`src/rtl/td4_control_pkg.sv`:
```
// ---------------------------------------------------------------------------
// td4_control_pkg
// Shared definitions for the TD4 4-bit CPU controller: data/instruction
// widths, opcode encodings, the run/pause mode enum and a 4-bit adder helper
// that returns the carry-out in bit 4.
// ---------------------------------------------------------------------------
package td4_control_pkg;

  localparam int DATA_W = 4;
  localparam int INSN_W = 8;

  localparam logic [3:0] OP_ADD_A   = 4'b0000;
  localparam logic [3:0] OP_MOV_AB  = 4'b0001;
  localparam logic [3:0] OP_IN_A    = 4'b0010;
  localparam logic [3:0] OP_MOV_A   = 4'b0011;
  localparam logic [3:0] OP_MOV_BA  = 4'b0100;
  localparam logic [3:0] OP_ADD_B   = 4'b0101;
  localparam logic [3:0] OP_IN_B    = 4'b0110;
  localparam logic [3:0] OP_MOV_B   = 4'b0111;
  localparam logic [3:0] OP_OUT_B   = 4'b1001;
  localparam logic [3:0] OP_OUT_IMM = 4'b1011;
  localparam logic [3:0] OP_JNC     = 4'b1110;
  localparam logic [3:0] OP_JMP     = 4'b1111;

  typedef enum logic {
    MODE_PAUSE = 1'b0,
    MODE_RUN   = 1'b1
  } mode_e;

  // 4-bit add; result[4] is the carry-out used as the carry flag.
  function automatic logic [DATA_W:0] add4(input logic [DATA_W-1:0] x,
                                           input logic [DATA_W-1:0] y);
    return {1'b0, x} + {1'b0, y};
  endfunction

endpackage

```
`src/rtl/td4_control_tick_gen.sv`:
```
// ---------------------------------------------------------------------------
// td4_tick_gen
// Run/pause/single-step sequencer. Produces a one-clock exec enable that
// advances the CPU by exactly one instruction.
//   clk      in  system clock, rising edge
//   n_reset  in  asynchronous active-low reset
//   run      in  level: 1 = free-run, 0 = pause
//   step     in  single-step request (rising edge detected here)
//   exec     out one-clock instruction enable
// In RUN the divider counts 0..TICK_DIV-1 and exec fires on the last count.
// In PAUSE the divider is held at 0 and each rising edge of step gives one exec.
// ---------------------------------------------------------------------------
module td4_tick_gen #(
  parameter int TICK_DIV = 12_000_000
) (
  input  logic clk,
  input  logic n_reset,
  input  logic run,
  input  logic step,
  output logic exec
);
  import td4_control_pkg::*;

  localparam int DIV_W = (TICK_DIV > 1) ? $clog2(TICK_DIV) : 1;
  localparam logic [DIV_W-1:0] DIV_LAST = DIV_W'(TICK_DIV - 1);

  mode_e            mode;
  logic [DIV_W-1:0] divider;
  logic             step_d;

  // Mode FSM, divider and step edge-detect history. Dropping run mid-count
  // clears the divider so the next RUN entry starts a full period.
  always_ff @(posedge clk or negedge n_reset) begin
    if (!n_reset) begin
      mode    <= MODE_PAUSE;
      divider <= '0;
      step_d  <= 1'b0;
    end else begin
      step_d <= step;
      case (mode)
        MODE_PAUSE: begin
          divider <= '0;
          if (run) mode <= MODE_RUN;
        end
        MODE_RUN: begin
          if (!run) begin
            mode    <= MODE_PAUSE;
            divider <= '0;
          end else if (divider == DIV_LAST) begin
            divider <= '0;
          end else begin
            divider <= divider + DIV_W'(1);
          end
        end
        default: mode <= MODE_PAUSE;
      endcase
    end
  end

  // exec is decoded from registered state only; in RUN it is suppressed in
  // the cycle where run has already fallen, and step is ignored.
  always_comb begin
    exec = 1'b0;
    if (mode == MODE_RUN) exec = run && (divider == DIV_LAST);
    else                  exec = step && !step_d;
  end

endmodule

```
`src/rtl/td4_control.sv`:
```
// ---------------------------------------------------------------------------
// td4_control
// Execution controller for the TD4 4-bit CPU. Holds PC/A/B/out/carry, drives
// the combinational instruction ROM address and decodes the returned word.
//   clk       in   system clock, rising edge
//   n_reset   in   asynchronous active-low reset
//   run       in   1 = free-run, 0 = pause
//   step      in   single-step request (rising edge)
//   in_port   in   [3:0] input switches for IN A / IN B
//   rom_data  in   [7:0] instruction at rom_addr (same cycle)
//   rom_addr  out  [3:0] program counter
//   out_port  out  [3:0] output LED register
//   reg_a     out  [3:0] register A
//   reg_b     out  [3:0] register B
//   carry     out  carry flag
//   halted    out  1 while the current instruction jumps to itself
// ---------------------------------------------------------------------------
module td4_control #(
  parameter int TICK_DIV = 12_000_000
) (
  input  logic       clk,
  input  logic       n_reset,
  input  logic       run,
  input  logic       step,
  input  logic [3:0] in_port,
  input  logic [7:0] rom_data,
  output logic [3:0] rom_addr,
  output logic [3:0] out_port,
  output logic [3:0] reg_a,
  output logic [3:0] reg_b,
  output logic       carry,
  output logic       halted
);
  import td4_control_pkg::*;

  logic             exec;
  logic [3:0]       opcode;
  logic [3:0]       imm;
  logic [DATA_W:0]  sum_a;
  logic [DATA_W:0]  sum_b;
  logic [3:0]       nx_pc;
  logic [3:0]       nx_a;
  logic [3:0]       nx_b;
  logic [3:0]       nx_out;
  logic             nx_carry;

  td4_tick_gen #(
    .TICK_DIV (TICK_DIV)
  ) u_tick_gen (
    .clk     (clk),
    .n_reset (n_reset),
    .run     (run),
    .step    (step),
    .exec    (exec)
  );

  assign opcode = rom_data[7:4];
  assign imm    = rom_data[3:0];
  assign sum_a  = add4(reg_a, imm);
  assign sum_b  = add4(reg_b, imm);

  // Self-jump detection; execution itself simply keeps looping.
  assign halted = (rom_data == {OP_JMP, rom_addr});

  // Instruction decode. Carry defaults to 0 so every non-ADD instruction,
  // JNC and NOP included, clears it.
  always_comb begin
    nx_pc    = rom_addr + 4'd1;
    nx_a     = reg_a;
    nx_b     = reg_b;
    nx_out   = out_port;
    nx_carry = 1'b0;
    case (opcode)
      OP_ADD_A:   {nx_carry, nx_a} = sum_a;
      OP_ADD_B:   {nx_carry, nx_b} = sum_b;
      OP_MOV_A:   nx_a   = imm;
      OP_MOV_B:   nx_b   = imm;
      OP_MOV_AB:  nx_a   = reg_b;
      OP_MOV_BA:  nx_b   = reg_a;
      OP_IN_A:    nx_a   = in_port;
      OP_IN_B:    nx_b   = in_port;
      OP_OUT_B:   nx_out = reg_b;
      OP_OUT_IMM: nx_out = imm;
      OP_JMP:     nx_pc  = imm;
      OP_JNC:     if (!carry) nx_pc = imm;
      default:    ;
    endcase
  end

  // Architectural state only moves on exec, so an async reset can never
  // leave a partially executed instruction behind.
  always_ff @(posedge clk or negedge n_reset) begin
    if (!n_reset) begin
      rom_addr <= '0;
      reg_a    <= '0;
      reg_b    <= '0;
      out_port <= '0;
      carry    <= 1'b0;
    end else if (exec) begin
      rom_addr <= nx_pc;
      reg_a    <= nx_a;
      reg_b    <= nx_b;
      out_port <= nx_out;
      carry    <= nx_carry;
    end
  end

endmodule

```
`config.mk`:
```
export PLATFORM = sky130hd
export DESIGN_NAME = td4_control
export DESIGN_NICKNAME = d
export VERILOG_FILES = /design/src/rtl/td4_control_pkg.sv /design/src/rtl/td4_control_tick_gen.sv /design/src/rtl/td4_control.sv
export SDC_FILE = /design/constraint.sdc
export NUM_CORES = 1
export LEC_CHECK = 0
export BUFFER_PORTS_ARGS = -buffer_cell sky130_fd_sc_hd__buf_2
export CAP_MARGIN = 20
export CORE_MARGIN = 3
export CORE_UTILIZATION = 62
export DETAILED_ROUTE_END_ITERATION = 10
export PLACE_DENSITY = 0.85
export REMOVE_ABC_BUFFERS = 1
export SLEW_MARGIN = 20
export SYNTH_ARGS = -nofsm -noshare
export SYNTH_HDL_FRONTEND = slang
export SYNTH_SLANG_ARGS = --single-unit
```
`constraint.sdc`:
```
create_clock -name clk -period 5.2 [get_ports clk]
set_input_delay 1.04 -clock clk [delete_from_list [all_inputs] [get_ports clk]]
set_output_delay 1.04 -clock clk [all_outputs]
set_load 0.1 [all_outputs]
```
==> impl_results.md, run 1 <==
* Grt total ovfl at 0
* Count of cell types in the netlist at 44
* Largest net degree at the start of global routing at 44
* First-iteration detailed-routing DRC count at ~140
* Final Critical Period at approximately 3.2 ns
* Vert. Die Dim at slightly above 70 um
* Critical path endpoint category: output port
* PwrDens at around 450 mW/mm2
* Slowest stage delay, CP at 0.46 ns
* Area share of the largest cell type after synthesis at 0.413
* CP Launch Point: rom_data[4]
* Commonest cells post-synth: dfrtp_1, nor2_1, nand2_1, xnor2_1, mux2_2
* Worst reg2reg startpoint: u_tick_gen.divider[8]
* GRT Util Overall at 0.227
* Crit path max fanout at 21
* Switch share at 0.475
* Required @ worst endpoint at about 4.2 ns
* Initial antenna violation count at 0
* Die area at ~0.005 mm2
* Mapped cell area at approximately 0.0026 mm2
* Internal cell power at 686 uW
* FF+latch count, synth at 43
* Cell mode on critical path: buf_2
* Die width at about 70 um
* Switching pwr at between 600 and 700 uW
* Warnings, synthesis at 0
* ANT cells at 0
* Final cell count without fillers at 336
* Cts hold-fix bufs at 0
* Number of instances in the placed design at ~330
* Period utilisation layout at 0.625
* Clock sink count at 43
* Io pins at 34
* Layout area overhead at 11.8%
* Hold Path Class: flip-flop to flip-flop
* CP Depth at 4
* First-pass GRT wire length at slightly above 9000 um
* Ys flop type: dfrtp_1
* Setup Fix Bufs, Post-CTS at 0
* Unrepaired setup endpoints after global routing: false
* Post-synth EDFFs at 0
* Clock skew at 0.00869 ns
* R2R depth at 5
* Clock network power share at 0.206
* Worst vdd ir at 0.000377 V
* Core area at just under 0.004 mm2
* Clk root buf: clkbuf_8
* Max-slew violations at 0
* Clock Tree Buf Depth at 2
* Max Freq at 308 MHz
* Final TNS setup at 0 ns
* Routed wire per std cell at 16.1 um
* Input/output buffers at 33
* Via count of the routed design at 2017
* Routability Congestion at 0.840
* Initial Util at 0.676
* Dpl hpwl at 3900 um
* Clock Pin Slew Worst Setup and Hold Paths at 0.08 ns
* Share of power burned in registers at 0.332
* Synth top area cells: dfrtp_1, mux2_2, xnor2_1
* Setup violators final at 0
* Worst Setup Path Type: input pin to output port
* Htree depth at 2
* Antenna-violating nets left at 0
* Slew HR at 0.373
* Hold Path Cell Cnt at 1
* Vias in the first global route at 1916
* Logic pwr share at 0.462
* Routed vias/inst at 6.00
* Util after Layout at 0.756
* Lkg Pwr at 0.00132 uW
* Largest area contributor in the netlist: dfrtp_1
* Ys async rst share at 1.00
* Critical Path Source Type: input pin
* Slowest-stage cell, CP: buf_2
* Final Hold Fails at 0
* CTS tree: built
* Status: completed
* Worst-path cell chain: buf_2 -> nand4_1 -> nor3_1 -> buf_2
* CP delay by family, top: buffers and inverters
* Slew @ Worst Pin at 0.940 ns
* Post-CTS sizing at 0
* Worst path bufs/invs at 2
* Final #Nets at roughly 320
* Worst min-delay path startpoint: u_tick_gen.divider[0]
* Register area share after synthesis at 0.413
* Clock latency on the worst-skew pair at 0.30 ns
* Share of layout cells above drive strength 1 at 0.240
* DRT Wirelength at 5400 um
* # Max-Cap Violations at 0
* Data arrival, critical path at 2.21 ns
* Drt pass-1 iters at 4
* Num CTS Buffers at 5
* Post-synthesis instance total at 256
* Std-Cell Rows at 22
* DR DRC count at 0
* Mean Syn Cell Area at a little over 10 um2
* Most common cell in the netlist: dfrtp_1
==> metal layers <==
layer / track usage / share of wire / vias up
li1: - / - / 969
met1: 0.334 / 0.48 / 997
met3: 0.0412 / 0.051 / 7
met5: 0 / 0 / -
met4: 0.0689 / 0.013 / 0
met2: 0.342 / 0.46 / 44
==> sequential cells by signal, summed over array words and instances, names as in the netlist <==
name and flops:
u_tick_gen.divider 24, out_port 4, reg_a 4, reg_b 4, rom_addr 4, carry 1
u_tick_gen.mode 1, u_tick_gen.step_d 1
==> final cells by class <==
cell class | instances | area (um2)
Multi-Input combinational cell | 200 | 1480
Sequential cell | 43 | 1080
Fill cell | 273 | 941
Timing Repair Buffer | 33 | 165
Clock buffer | 6 | 82.6
Tap cell | 48 | 60.1
Clock inverter | 2 | 35.0
Inverter | 4 | 15.0
==> power by group through the flow <==
stage	clock (uW)	combinational, uW	sequential [uW]
global route	285	637	440
global placement	0	590	439
finish	269	604	434
CTS	273	605	434
floorplan	0	182	740
detailed placement	0	603	440
==> worst reg2reg max path: cells and delay by family, from the launching register on <==
family	cells	cell delay, ns
and+or+nand+nor	3	1.27
muxes	1	0.38
DFF	1	0.47
AOI/OAI and AO/OA	1	0.27
==> worst paths after layout <==
path,end,slack [ns]
worst max-delay path,halted,1.95
max in group asynchronous,reg_a[2],3.73
min in group asynchronous,rom_addr[2],0.87
worst max register to register,reg_a[2],2.69
worst min-delay path,u_tick_gen.divider[0],0.47
worst min register to register,u_tick_gen.divider[0],0.47
==> placed cells by master, fill, tap and decap left out, types with 2 or more instances in the layout <==
cell type  netlist  final
o31ai_1          2      2
nor3_1          10     10
xor2_1          14     14
o211ai_1         3      3
and3_1           5      5
and4_1           2      2
nor2b_1          2      2
buf_2            1     33
mux2_2          17     17
nor4_1           3      3
nand2b_1         3      3
a21o_1           4      4
nand3_1         11     11
nand4_1          7      7
dfrtp_1         43     43
ha_1            10     10
nand2_1         19     19
fa_1             2      2
mux2i_1          4      4
a21oi_1          6      6
nor2_1          30     30
xnor2_1         18     18
clkbuf_8         0      6
o21ai_0         10     10
inv_1            4      4
==> kinds of logic (layout without fill, tap and decap cells) <==
family / Yosys count / after routing / synth area share
and+or+nand+nor: 103 / 103 / 0.215
buffers and inverters: 13 / 45 / 0.0192
adders and majority gates: 12 / 12 / 0.0634
DFF: 43 / 43 / 0.413
muxes: 22 / 22 / 0.0975
AOI/OAI and AO/OA: 31 / 31 / 0.0845
xor gates and xnor gates: 32 / 32 / 0.108
==> stage by stage <==
| stage | area, um2 | setup slack [ns] | hold WS (ns) | power, uW |
|---|---|---|---|---|
| CTS | 2910 | 1.95 | 0.468 | 1310 |
| global route | 2910 | 1.88 | 0.478 | 1360 |
| finish | 2910 | 1.95 | 0.473 | 1310 |
| global placement | 2800 | 1.96 | 0.447 | 1030 |
| floorplan | 2570 | 0.812 | 0.425 | 922 |
| detailed placement | 2800 | 1.95 | 0.454 | 1040 |
Note: power is estimated with default switching activity, not from simulation.
==> run 2: changes to the inputs <==
--- a/config.mk
+++ b/config.mk
@@ -8,9 +8,9 @@
 export BUFFER_PORTS_ARGS = -buffer_cell sky130_fd_sc_hd__buf_2
 export CAP_MARGIN = 20
 export CORE_MARGIN = 3
-export CORE_UTILIZATION = 62
+export CORE_UTILIZATION = 58
 export DETAILED_ROUTE_END_ITERATION = 10
-export PLACE_DENSITY = 0.85
+export PLACE_DENSITY = 0.8
 export REMOVE_ABC_BUFFERS = 1
 export SLEW_MARGIN = 20
 export SYNTH_ARGS = -nofsm -noshare
==> constraint.sdc (replaced) <==
create_clock -name clk -period 3.1 [get_ports clk]
set_input_delay 0.62 -clock clk [delete_from_list [all_inputs] [get_ports clk]]
set_output_delay 0.62 -clock clk [all_outputs]
set_load 0.1 [all_outputs]
==> run 2 against run 1 <==
Against the previous run:
- sequential share of layout area up 0.095 points
- sequential cell count unchanged
- critical path depth unchanged
- register-to-register slack worse by 1.9 ns
- utilization down 6.0 points
- power up 61%
- worst setup slack worse by 1.2 ns
- highest routed layer unchanged
- global-route usage down 1.2 points
- worst hold slack worse by 0.024 ns
==> impl_results.md, run 2 (synthesized netlist as in run 1, its figures left out) <==
* Status: completed
* Die area at 0.00533 mm2 (+6.3%)
* Routed wire per std cell at 15.3 um (-4.9%)
* Std-Cell Rows at 23 (+4.5%)
* Slowest stage delay, CP at 0.46 ns (about the same)
* Initial antenna violation count at 0 (unchanged)
* Core area at 0.00417 mm2 (+8.3%)
* Drt pass-1 iters at 4 (unchanged)
* ANT cells at 0 (unchanged)
* Antenna-violating nets left at 0 (unchanged)
* DRT Wirelength at 5200 um (-3.8%)
* Final #Nets at 317 (+0.63%)
* Lkg Pwr at 0.00131 uW (-0.84%)
* Filler cell count at 302 (+11%)
* Hold WS at 0.449 ns (-0.0243 ns)
* Initial Util at 0.624 (-0.0517)
* Util after Layout at 0.696 (-0.0596)
* Clock Tree Buf Depth at 2 (unchanged)
* Worst Setup Path Type: input pin to output port
* Worst-path cell chain: buf_2 -> nand4_1 -> nor3_1 -> buf_2
* Slowest-stage cell, CP: buf_2
* Slew HR at 0.375 (+0.00167)
* Dpl hpwl at 3800 um (-2.6%)
* First-iteration detailed-routing DRC count at 123 (-9.6%)
* Clk root buf: clkbuf_8
* PwrDens at 722 mW/mm2 (+61%)
* Max-slew violations at 0 (unchanged)
* Final Hold Fails at 0 (unchanged)
* Critical path endpoint category: output port
* # Max-Cap Violations at 0 (unchanged)
* Setup violators final at 0 (unchanged)
* Via count of the routed design at 1962 (-2.7%)
* Clock latency on the worst-skew pair at 0.29 ns (about the same)
* Routed vias/inst at 5.77 (-3.9%)
* Crit path max fanout at 20 (-4.8%)
* Worst vdd ir at 0.000674 V (+79%)
* Required @ worst endpoint at 2.48 ns (-1.68 ns)
* GRT Util Overall at 0.214 (-0.0122)
* Reg with most FFs: u_tick_gen.divider
* Slew @ Worst Pin at 0.937 ns (-0.00250 ns)
* Clock skew at 0.0102 ns (+0.00155 ns)
* Htree depth at 2 (unchanged)
* Setup Fix Bufs, Post-CTS at 0 (unchanged)
* Vert. Die Dim at 73.0 um (+3.1%)
* Input/output buffers at 33 (unchanged)
* Clock sink count at 43 (unchanged)
* Cell mode on critical path: buf_2
* Num CTS Buffers at 5 (unchanged)
* Vias in the first global route at 1877 (-2.0%)
* Max FFs per register at 24 (unchanged)
* Io pins at 34 (unchanged)
* Max Freq at 417 MHz
* First-pass GRT wire length at 8890 um (-2.4%)
* Share of layout cells above drive strength 1 at 0.245 (+0.00524)
* Grt total ovfl at 0 (unchanged)
* Clock Pin Slew Worst Setup and Hold Paths at 0.08 ns (about the same)
* CTS tree: built
* Unrepaired setup endpoints after global routing: false
* Post-CTS sizing at 0 (unchanged)
* Commonest non-fill, non-tap cells in the layout: dfrtp_1, buf_2, nor2_1
* Layout area overhead at 11.5%
* Largest net degree at the start of global routing at 44 (unchanged)
* Worst reg2reg startpoint: u_tick_gen.divider[8]
* Commonest non-fill, non-tap cell in the layout: dfrtp_1
* Die width at 73.0 um (+3.1%)
* Critical Path Source Type: input pin
* Final Critical Period at roughly 2.4 ns
* Worst min-delay path startpoint: step
* Hold Path Class: input pin to flip-flop
* Routability Congestion at 0.806 (-4.1%)
* Data arrival, critical path at 1.78 ns (-0.43 ns)
* CP Launch Point: rom_data[5]
* Cts hold-fix bufs at 0 (unchanged)
* DR DRC count at 0 (unchanged)
* Period utilisation layout at 0.773
[run 2: cell count changes in the layout (fill, tap and decap cells not counted), sizes merged]
cell,before,now
buf,33,35
bufinv,1,0
clkbuf,6,5
clkinv,1,0
clkinvlp,0,2
inv,4,5
[run 2: worst max-delay path: cells and delay by family]
family,cells,cell delay (ns)
simple gates,2,0.38
buf+inv,2,0.77
[run 2: layout make-up]
cell class,count,area (um2),share of cell area
timing repair buffer,35,180,0.0620
sequential,43,1080,0.370
clock inverter,3,23.8,0.00818
tap,50,62.6,0.0215
inverter,4,15.0,0.00517
clock buffer,5,68.8,0.0237
multi-input combinational,200,1480,0.509
[run 2: power by group]
group	switching [uW]	internal, uW	total [uW]
clock network	202	161	364
registers	92.6	634	726
logic	752	257	1010
[run 2: worst paths after layout]
| check | endpoint | slack (ns) | cells past startpoint |
|---|---|---|---|
| min in group asynchronous | rom_addr[1] | 0.47 | 1 |
| worst max-delay path | halted | 0.70 | 4 |
| worst max register to register | reg_a[2] | 0.76 | 5 |
| worst min-delay path | u_tick_gen.step_d | 0.45 | 1 |
| max in group asynchronous | u_tick_gen.divider[14] | 2.05 | 1 |
| worst min register to register | u_tick_gen.divider[0] | 0.46 | 1 |
[run 2: metal layers]
layer	vias up	GRT usage	share of wire
li1	976	-	-
met1	947	0.315	0.50
met2	37	0.334	0.46
met3	2	0.0386	0.039
met4	0	0.0410	0.0046
met5	-	0	0
[run 2: per-stage QoR]
stage / worst slack [ns] / total power (uW) / instance area, um2 / TNS (ns) / cells
finish: 0.704 / 2100 / 2910 / 0 / 340
global route: 0.610 / 2210 / 2910 / 0 / 340
CTS: 0.698 / 2110 / 2910 / 0 / 340
detailed placement: 0.701 / 1740 / 2810 / 0 / 332
global placement: 0.734 / 1730 / 2810 / 0 / 332
floorplan: -0.866 / 1550 / 2570 / -0.866 / 247
==> run 3: changes to the inputs <==
--- a/config.mk
+++ b/config.mk
@@ -5,12 +5,13 @@
 export SDC_FILE = /design/constraint.sdc
 export NUM_CORES = 1
 export LEC_CHECK = 0
+export ABC_AREA = 1
 export BUFFER_PORTS_ARGS = -buffer_cell sky130_fd_sc_hd__buf_2
 export CAP_MARGIN = 20
 export CORE_MARGIN = 3
-export CORE_UTILIZATION = 58
+export CORE_UTILIZATION = 53
 export DETAILED_ROUTE_END_ITERATION = 10
-export PLACE_DENSITY = 0.8
+export PLACE_DENSITY = 0.76
 export REMOVE_ABC_BUFFERS = 1
 export SLEW_MARGIN = 20
 export SYNTH_ARGS = -nofsm -noshare
==> constraint.sdc (replaced) <==
create_clock -name clk -period 2.1 [get_ports clk]
set_input_delay 0.42 -clock clk [delete_from_list [all_inputs] [get_ports clk]]
set_output_delay 0.42 -clock clk [all_outputs]
set_load 0.1 [all_outputs]
==> run 3 against run 2 <==
Against the previous run:
- register-to-register slack worse by 0.42 ns
- first-iteration DRC count up 50%
- final area up 14%
- worst setup slack worse by 0.54 ns
- clock power up 110%
- die area up 20%
- synthesized area up 11%
- highest routed layer unchanged
==> impl_results.md, run 3 <==
* Hold WS at 0.180 ns (-0.269 ns)
* Synth Area in Compound Gates at 0.0509 (-0.0336)
* Initial antenna violation count at 0 (unchanged)
* CP Launch Point: rom_addr[1]
* Share of layout cells above drive strength 1 at 0.142 (-0.103)
* PwrDens at 992 mW/mm2 (+37%)
* Area share of the largest cell type after synthesis at 0.371 (-0.0419)
* Grt total ovfl at 0 (unchanged)
* Via count of the routed design at 2772 (+41%)
* CTS tree: built
* Final Hold Fails at 0 (unchanged)
* First-pass GRT wire length at 11800 um (+33%)
* Largest net degree at the start of global routing at 44 (unchanged)
* Warnings, synthesis at 0 (unchanged)
* Clock latency on the worst-skew pair at 0.30 ns (about the same)
* Die area at 0.00639 mm2 (+20%)
* Critical path endpoint category: output port
* Drt pass-1 iters at 5 (+1)
* Mapped cell area at 0.00290 mm2 (+11%)
* Hold Path Class: input pin to async pin
* Mean Syn Cell Area at 6.99 um2 (-31%)
* Antenna-violating nets left at 0 (unchanged)
* Clk root buf: clkbuf_8
* Post-synthesis adder-cell area fraction at 0.0570 (-0.00643)
* Slew @ Worst Pin at 0.551 ns (-0.387 ns)
* Vert. Die Dim at 80.0 um (+9.5%)
* Clock Pin Slew Worst Setup and Hold Paths at 0.08 ns (about the same)
* Max-slew violations at 0 (unchanged)
* Final TNS setup at 0 ns (unchanged)
* Initial Util at 0.557 (-0.0673)
* Commonest non-fill, non-tap cells in the layout: nand2_1, nor2_1, dfrtp_1
* Register area share after synthesis at 0.371 (-0.0419)
* R2r setup slk at 0.34 ns (-0.42 ns)
* Dpl hpwl at 5140 um (+35%)
* Lkg Pwr at 0.00166 uW (+27%)
* DR DRC count at 0 (unchanged)
* Setup violators final at 0 (unchanged)
* Reg with most FFs: u_tick_gen.divider
* Max Freq at between 500 and 600 MHz
* Num CTS Buffers at 5 (unchanged)
* Most common cell in the netlist: nand2_1
* Count of cell types in the netlist at 32 (-27%)
* Number of instances in the placed design at 519 (+56%)
* Largest family of logic cells by synthesized area: simple AND/OR/NAND/NOR gates
* Xor and xnor area share after synthesis at 0.0302 (-0.0774)
* Synth Area in Simple Gates at 0.420 (+0.205)
* Worst Setup Path Type: flip-flop to output port
* Critical Path Source Type: flip-flop
* Routed vias/inst at 5.26 (-8.8%)
* Htree depth at 2 (unchanged)
* ANT cells at 0 (unchanged)
* Final #Nets at 484 (+53%)
* # Max-Cap Violations at 0 (unchanged)
* Pre-CTS setup slack at 0.202 ns (-0.499 ns)
* Unrepaired setup endpoints after global routing: false
* Data arrival, critical path at 1.52 ns (-0.26 ns)
* Crit path max fanout at 6 (-70%)
* Largest area contributor in the netlist: dfrtp_1
* First-iteration detailed-routing DRC count at 184 (+50%)
* Core area at 0.00520 mm2 (+25%)
* Period utilisation layout at 0.923
* Clock sink count at 43 (unchanged)
* Worst vdd ir at 0.00130 V (+93%)
* Input/output buffers at 33 (unchanged)
* Die width at 80.0 um (+9.5%)
* FF-to-FF End: out_port[0]
* Commonest cells post-synth: nand2_1, nor2_1, dfrtp_1, inv_1, nand3_1
* Max FFs per register at 24 (unchanged)
* Required @ worst endpoint at 1.68 ns (-0.80 ns)
* GRT Util Overall at 0.234 (+0.0200)
* Final Critical Period at slightly below 2 ns
* Setup WS post-layout at 0.162 ns (-0.542 ns)
* Post-synthesis mux area share at 0.00345 (-0.0940)
* Clock Tree Buf Depth at 2 (unchanged)
* Worst reg2reg startpoint: u_tick_gen.divider[0]
* Clock skew at 0.00708 ns (-0.00315 ns)
* Ys flop type: dfrtp_1
* Std-Cell Rows at 26 (+13%)
* Io pins at 34 (unchanged)
* R2R depth at 10 (+5)
* Final cell count without fillers at 527 (+55%)
* Layout area overhead at 13.9%
* Ys async rst share at 1.00 (unchanged)
* Slew HR at 0.633 (+0.258)
* Routed wire per std cell at 12.9 um (-16%)
* FF+latch count, synth at 43 (unchanged)
* Post-synthesis instance total at 415 (+62%)
* Status: completed
* Routability Congestion at 0.950 (+18%)
* Vias in the first global route at 2624 (+40%)
* DRT Wirelength at 6780 um (+30%)
* Commonest non-fill, non-tap cell in the layout: nand2_1
* Synth top area cells: dfrtp_1, nand2_1, nor2_1
* Total power at 3270 uW (+56%)
* Post-synth EDFFs at 0 (unchanged)
run 3: cells by family after synthesis:
group,count (synthesis)
flops,43
buf+inv,46
compound gates,28
simple gates,275
mux,1
xor+xnor,10
fa+ha+maj,12
run 3: how the worst max path moves through the flow:
| stage | to | depth (start not counted) | slack, ns |
|---|---|---|---|
| 3_5_place_dp | carry | 9 | 0.20 |
| 3_3_place_gp | carry | 9 | 0.23 |
| 2_1_floorplan | halted | 4 | -1.69 |
| 4_1_cts | halted | 6 | 0.04 |
| 5_1_grt | halted | 6 | 0.04 |
| 6_report | halted | 6 | 0.16 |
run 3: repair_timing:
| action | in CTS | in global routing |
|---|---|---|
| setup buffers | 0 | 0 |
| gates resized for setup | 0 | 1 |
| hold buffers | 0 | 0 |
| setup endpoints to repair | 0 | 1 |
run 3: routing by layer:
metal	track usage	routed length, um	share of wire	vias to the layer above
met1	0.318	3200	0.47	1247
met3	0.0463	421	0.062	16
li1	-	-	-	1408
met5	0	0	0	-
met2	0.379	3060	0.45	101
met4	0.0659	108	0.016	0
run 3: final cells by class:
type                    instances  area, um2
multi-input cells             326       1630
well taps                      70       87.6
flip-flops and latches         43       1080
inverters                      43        161
clock inverters                 2       60.1
fillers                       455       1900
repair buffers                 37        210
clock buffers                   6       72.6
run 3: critical path, cell delays in order (launching register included):
cell and delay, ns:
dfrtp_1 0.46, nand2_1 0.09, o21ai_0 0.08, nor2_1 0.12
nand2_1 0.07, nor3_2 0.19, buf_12 0.21
run 3: where the power goes:
| part | internal (uW) | switching, uW |
|---|---|---|
| clock | 476 | 295 |
| combinational | 308 | 1130 |
| sequential | 929 | 137 |
run 3: stage by stage:
step / utilization / instance area, um2
2_1_floorplan: - / 2870
3_3_place_gp: 0.608 / 3160
3_5_place_dp: 0.608 / 3160
4_1_cts: 0.633 / 3300
5_1_grt: 0.634 / 3300
6_report: 0.634 / 3300
